**src/rtl/muldiv_seq_cop_if.sv**
```systemverilog
// Request/response bundle for the iterative multiply/divide coprocessor.
// Requester drives operands and out_ready; the unit drives status and result.
interface muldiv_seq_cop_if #(
  parameter int DATA_W = 16
);
  logic                  in_valid;
  logic                  in_ready;
  logic [1:0]            mode;
  logic [DATA_W-1:0]     rs;
  logic [DATA_W-1:0]     rt;
  logic                  out_valid;
  logic                  out_ready;
  logic [2*DATA_W-1:0]   result;
  logic                  div_by_zero;
  logic                  busy;

  modport master (
    output in_valid, mode, rs, rt, out_ready,
    input  in_ready, out_valid, result, div_by_zero, busy
  );

  modport slave (
    input  in_valid, mode, rs, rt, out_ready,
    output in_ready, out_valid, result, div_by_zero, busy
  );
endinterface

```
**src/rtl/muldiv_seq_cop.sv**
```systemverilog
// Iterative shift-add multiplier / restoring divider; DATA_W+2 edges incl. accept (divide-by-zero: 1).
// Result held in DONE until out_ready; no new request accepted until the result is taken.
module muldiv_seq_cop #(
  parameter int DATA_W    = 16,
  parameter bit SIGNED_EN = 1'b1
) (
  input  logic             clk,
  input  logic             rst,
  muldiv_seq_cop_if.slave  bus
);
  localparam int CW = (DATA_W > 1) ? $clog2(DATA_W) : 1;

  typedef enum logic [1:0] {IDLE, CALC, SIGN, DONE} state_t;

  state_t              state, state_nxt;
  logic [CW-1:0]       cnt;
  logic                op_div, neg_q, neg_r, dbz_q;
  logic [DATA_W-1:0]   opnd;
  logic [2*DATA_W-1:0] acc, acc_step, res_q;

  logic                accept, div_zero, is_signed, a_neg, b_neg;
  logic [DATA_W-1:0]   a_mag, b_mag, quo_f, rem_f;
  logic [DATA_W:0]     mul_sum, div_part, div_diff;

  assign accept    = bus.in_valid && (state == IDLE);
  assign div_zero  = bus.mode[1] && (bus.rt == '0);
  assign is_signed = SIGNED_EN && bus.mode[0];
  assign a_neg     = is_signed && bus.rs[DATA_W-1];
  assign b_neg     = is_signed && bus.rt[DATA_W-1];
  assign a_mag     = a_neg ? -bus.rs : bus.rs;
  assign b_mag     = b_neg ? -bus.rt : bus.rt;

  // acc = {high half, low half}: MUL keeps the multiplier in the low half and
  // shifts right; DIV keeps the dividend there and shifts quotient bits in from the right.
  always_comb begin
    mul_sum  = {1'b0, acc[2*DATA_W-1:DATA_W]} + (acc[0] ? {1'b0, opnd} : '0);
    div_part = {acc[2*DATA_W-1:DATA_W], acc[DATA_W-1]};
    div_diff = div_part - {1'b0, opnd};
    if (!op_div)
      acc_step = {mul_sum, acc[DATA_W-1:1]};
    else if (div_diff[DATA_W])
      acc_step = {div_part[DATA_W-1:0], acc[DATA_W-2:0], 1'b0};
    else
      acc_step = {div_diff[DATA_W-1:0], acc[DATA_W-2:0], 1'b1};
    quo_f = neg_q ? -acc[DATA_W-1:0] : acc[DATA_W-1:0];
    rem_f = neg_r ? -acc[2*DATA_W-1:DATA_W] : acc[2*DATA_W-1:DATA_W];
  end

  always_comb begin
    state_nxt = state;
    case (state)
      IDLE: if (accept) state_nxt = div_zero ? DONE : CALC;
      CALC: if (cnt == CW'(DATA_W-1)) state_nxt = SIGN;
      SIGN: state_nxt = DONE;
      DONE: if (bus.out_ready) state_nxt = IDLE;
      default: state_nxt = IDLE;
    endcase
  end

  always_ff @(posedge clk) begin
    if (rst) begin
      state  <= IDLE;
      cnt    <= '0;
      acc    <= '0;
      opnd   <= '0;
      op_div <= 1'b0;
      neg_q  <= 1'b0;
      neg_r  <= 1'b0;
      res_q  <= '0;
      dbz_q  <= 1'b0;
    end else begin
      state <= state_nxt;
      case (state)
        IDLE: begin
          if (accept) begin
            op_div <= bus.mode[1];
            cnt    <= '0;
            if (div_zero) begin
              res_q <= {{DATA_W{1'b1}}, bus.rs};
              dbz_q <= 1'b1;
            end else begin
              dbz_q <= 1'b0;
              neg_q <= a_neg ^ b_neg;
              neg_r <= a_neg;
              opnd  <= bus.mode[1] ? b_mag : a_mag;
              acc   <= {{DATA_W{1'b0}}, (bus.mode[1] ? a_mag : b_mag)};
            end
          end
        end
        CALC: begin
          acc <= acc_step;
          if (cnt != CW'(DATA_W-1)) cnt <= cnt + CW'(1);
        end
        // Remainder follows the dividend's sign; quotient truncates toward zero.
        SIGN: res_q <= op_div ? {quo_f, rem_f} : (neg_q ? -acc : acc);
        default: ;
      endcase
    end
  end

  assign bus.in_ready    = (state == IDLE);
  assign bus.out_valid   = (state == DONE);
  assign bus.busy        = (state != IDLE);
  assign bus.result      = res_q;
  assign bus.div_by_zero = dbz_q;
endmodule
```
**src/flat_wrapper.sv**
```systemverilog
// flat-port wrapper written by rule: the top's interface ports become plain ports
module muldiv_seq_cop_flat 
#(
  parameter int DATA_W    = 16,
  parameter bit SIGNED_EN = 1'b1
)
  (clk, rst, bus_in_valid, bus_mode, bus_rs, bus_rt, bus_out_ready, bus_in_ready, bus_out_valid, bus_result, bus_div_by_zero, bus_busy);
  muldiv_seq_cop_if #(.DATA_W(DATA_W)) bus_i ();
  input  logic clk;
  input  logic rst;
  input wire logic [$bits(bus_i.in_valid)-1:0] bus_in_valid;
  input wire logic [$bits(bus_i.mode)-1:0] bus_mode;
  input wire logic [$bits(bus_i.rs)-1:0] bus_rs;
  input wire logic [$bits(bus_i.rt)-1:0] bus_rt;
  input wire logic [$bits(bus_i.out_ready)-1:0] bus_out_ready;
  output wire logic [$bits(bus_i.in_ready)-1:0] bus_in_ready;
  output wire logic [$bits(bus_i.out_valid)-1:0] bus_out_valid;
  output wire logic [$bits(bus_i.result)-1:0] bus_result;
  output wire logic [$bits(bus_i.div_by_zero)-1:0] bus_div_by_zero;
  output wire logic [$bits(bus_i.busy)-1:0] bus_busy;
  assign bus_i.in_valid = bus_in_valid;
  assign bus_i.mode = bus_mode;
  assign bus_i.rs = bus_rs;
  assign bus_i.rt = bus_rt;
  assign bus_i.out_ready = bus_out_ready;
  assign bus_in_ready = bus_i.in_ready;
  assign bus_out_valid = bus_i.out_valid;
  assign bus_result = bus_i.result;
  assign bus_div_by_zero = bus_i.div_by_zero;
  assign bus_busy = bus_i.busy;
  muldiv_seq_cop #(.DATA_W(DATA_W), .SIGNED_EN(SIGNED_EN)) u_core (.clk(clk), .rst(rst), .bus(bus_i));
endmodule
```
**config.mk**
```make
export PLATFORM = sky130hd
export DESIGN_NAME = muldiv_seq_cop_flat
export DESIGN_NICKNAME = d
export VERILOG_FILES = /design/src/rtl/muldiv_seq_cop_if.sv /design/src/rtl/muldiv_seq_cop.sv /design/src/flat_wrapper.sv
export SDC_FILE = /design/constraint.sdc
export NUM_CORES = 1
export LEC_CHECK = 0
export BUFFER_PORTS_ARGS = -buffer_cell sky130_fd_sc_hd__clkbuf_2
export CAP_MARGIN = 15
export CORE_AREA = 3 3 103 204
export DETAILED_ROUTE_END_ITERATION = 6
export DIE_AREA = 0 0 106 207
export PLACE_DENSITY = 0.65
export RECOVER_POWER = 100
export SLEW_MARGIN = 20
export SYNTH_ARGS = -nofsm -noshare
export SYNTH_HDL_FRONTEND = slang
export SYNTH_SLANG_ARGS = --single-unit
```
**constraint.sdc**
```tcl
create_clock -name clk -period 3.9 [get_ports clk]
set_input_delay 0.195 -clock clk [delete_from_list [all_inputs] [get_ports clk]]
set_output_delay 0.195 -clock clk [all_outputs]
set_load 0.01 [all_outputs]
```
==> out/results.txt <==
Drt wl/cell - 19.7 µm
Clock Latency Late Sink - 0.36 ns
N_diodes - 0
Via count - 7692
Final core occ - 43.3%
Total power - 0.00491 W
Pwr dens - 576 nW/µm²
Max_slew headroom - 19.2%
Setup crit start kind - flip-flop
Gr usage total - 23.9%
Routed Wire Length - 26200 µm
Status - finished, final reports clean
First-pass GRT wire length - 41200 µm
Final min period - 3.51 ns
Initial DRC Count - 526
Global route total overflow - 0
Post-synth top area cell - dfxtp_1
Post-synth EDFFs - 0
I/O pins - 74
Skew final - 0.0129 ns
Top-count cell post-synth - nor2_1
Post-Layout Cell Count - 1329
Comb power frac - 53.9%
Gate Count Post-Synth - 1026
Internal - 0.00264 W
Final-report max-slew violation count - 0
Top cells by count, synth - nor2_1 (148), dfxtp_1 (90), nand2_1 (86), a21oi_1 (59), o21ai_0 (52)
CP Class - reg -> reg
Setup repair bufs after CTS - 0
Fin Setup TNS - 0 ns
Synthesized Nets - 1107
Layout cell share with drive strength beyond 1 - 9.56%
Crit path arrival time - 3.73 ns
Max_cap viols - 0
Sequential share of the synthesized area - 23.2%
Cells after DPL - 1313
Final GP Congestion - 0.957
Initial core utilization - 39.4%
Initial antenna violation count - 0
Area Overhead vs Synth - 9.78%
Largest net degree at the start of global routing - 48
Max H-tree Level - 3
# DRC - 0
Mux contribution to synthesized area - 8.32%
Synth top area cells - dfxtp_1 (23%), nor2_1 (7.1%), ha_1 (6.6%)
CTS tree - yes
CTS Buffer Depth - 2
Synth warn - 0
Min-delay worst type - in -> reg
Largest family of logic cells by synthesized area - compound AO/OA/AOI/OAI gates
PortBufs - 73
Die W - 106 µm
Vias per cell - 5.79
Clock root buffer - clkbuf_16
Post-synthesis adder-cell area fraction - 7.11%
Fillcell total - 2120
Unrepaired setup endpoints after global routing - no
Clock power frac - 18.4%
Routed Antenna Nets - 0
Core area - 19700 µm²
Post-synthesis async set-or-reset flop share - 0%
Xor and xnor area share after synthesis - 10.8%
PostCTS Resize Cnt - 0
Clk sinks - 90
FP Rows - 73
Inserted Clock Buffers - 9
Setup violations, final - 0
Final worst-path cycle share - 89.9%
Top-area cell type share of the netlist area - 23.2%
Max Fclk - 285 MHz
Simple-gate share of the synthesized area - 20.2%
Die area - 21900 µm²
Yosys cell types - 75
Sw frac - 46.3%
Max rail drop VDD - 0.497 mV
# nets final - 1143
Post-Syn Area per Cell - 7.58 µm²
Final hold viol count - 0
Dpl hpwl - 20800 µm
Post-synthesis register bit count - 90
Most used flip-flop cell after synthesis - dfxtp_1
LEAKAGE - 3.29 nW
DIE HEIGHT - 207 µm
Synth Area in Compound Gates - 24.3%
DRT Pass-1 Iters - 5
Worst-margin pin slew - 1.21 ns
Hold Buf Count CTS - 0
CP endpoint kind - flip-flop
Net Switching - 0.00228 W
WP data required - 4.12 ns
Worst Path Max Fanout - 10
Worst-path clk slew - 0.07 ns
Power share of the sequential group - 27.7%
Vias in the first global route - 7604
Netlist Area Pre-Place - 7780 µm²
## path summary, 6_finish.rpt
path / startpoint / endpoint / slack (ns) / cells after the start
hold reg to reg: u_core.opnd[4] / u_core.opnd[4] / 0.45 / 2
setup reg to reg: u_core.acc[16] / u_core.acc[0] / 0.39 / 10
setup / recovery: u_core.acc[16] / u_core.acc[0] / 0.39 / 10
hold / removal: bus_rs[10] / u_core.bus.result[10] / 0.16 / 3
## stage by stage
step | hold slack, ns | instance area (µm²) | setup slack (ns)
after floorplan | 0.358 | 7780 | 1.04
after global placement | 0.440 | 8350 | 0.615
after detailed placement | 0.446 | 8350 | 0.542
after CTS | 0.151 | 8650 | 0.517
after global routing | 0.172 | 8540 | 0.115
final | 0.158 | 8540 | 0.394
## sequential cells by signal, indices dropped and copies added (netlist names)
name	cells
u_core.acc	32
u_core.state	2
u_core.opnd	16
u_core.bus.result	32
u_core.neg_q	1
u_core.bus.div_by_zero	1
u_core.neg_r	1
u_core.op_div	1
u_core.cnt	4
## kinds of logic (layout without fill, tap and decap cells)
| group | Yosys count | in the layout |
|---|---|---|
| AND/OR/NAND/NOR | 340 | 340 |
| XOR/XNOR | 95 | 95 |
| multiplexers | 63 | 63 |
| buffers and inverters | 115 | 156 |
| flip-flops | 90 | 90 |
| AO/OA/AOI/OAI | 280 | 280 |
| adder cells (fa/ha/maj) | 43 | 43 |
## worst max-delay path, stage by stage, from the launching register on
cell and delay, ns:
dfxtp_1 0.51, inv_1 0.17, fa_1 0.45, nand2b_1 0.22, a21o_1 0.23, a211oi_1 0.37
o31a_1 0.24, xor2_2 0.32, clkbuf_2 0.32, mux2i_1 0.11, a2111oi_0 0.42
## per-layer routing
layer | vias to the layer above | part of all wire [%] | routed length, µm | GRT usage [%]
met5 | - | 0 | 0 | 0
met4 | 0 | 8.9 | 2340 | 19.4
met3 | 108 | 3.2 | 846 | 3.21
met2 | 220 | 53 | 13900 | 43.9
met1 | 3621 | 35 | 9150 | 23.3
li1 | 3743 | - | - | -
## power groups by stage
stage          logic [W]  registers [W]  clock network [W]
2_1_floorplan    0.00194        0.00131                  0
3_3_place_gp     0.00265        0.00137                  0
3_5_place_dp     0.00267        0.00138                  0
4_1_cts          0.00268        0.00136           0.000919
5_1_grt          0.00292        0.00139           0.000956
6_report         0.00265        0.00136           0.000904
## placed cells by master, fill, tap and decap left out, drive strengths merged, types with 12 or more instances in the layout
master / Yosys / final
a31oi: 12 / 12
dfxtp: 90 / 90
nand2b: 19 / 19
nand3: 16 / 16
mux2: 13 / 13
ha: 41 / 41
mux2i: 50 / 50
xor2: 44 / 44
inv: 44 / 46
a211oi: 39 / 39
nor3: 21 / 21
buf: 26 / 19
o21ai: 58 / 58
o211ai: 16 / 16
nand2: 86 / 86
a21oi: 60 / 60
clkbuf: 44 / 86
xnor2: 51 / 51
o31ai: 17 / 17
nor2: 149 / 149
o22ai: 16 / 16
## cell type report
| type | instances | area [µm²] | share of cell area [%] |
|---|---|---|---|
| clock inverter | 6 | 72.6 | 0.850 |
| inverter | 45 | 169 | 1.98 |
| sequential | 90 | 1800 | 21.1 |
| tap | 262 | 328 | 3.84 |
| multi-input combinational | 821 | 5460 | 64.0 |
| clock buffer | 10 | 229 | 2.68 |
| timing repair buffer | 95 | 474 | 5.55 |
(Power assumes the default switching activity.)
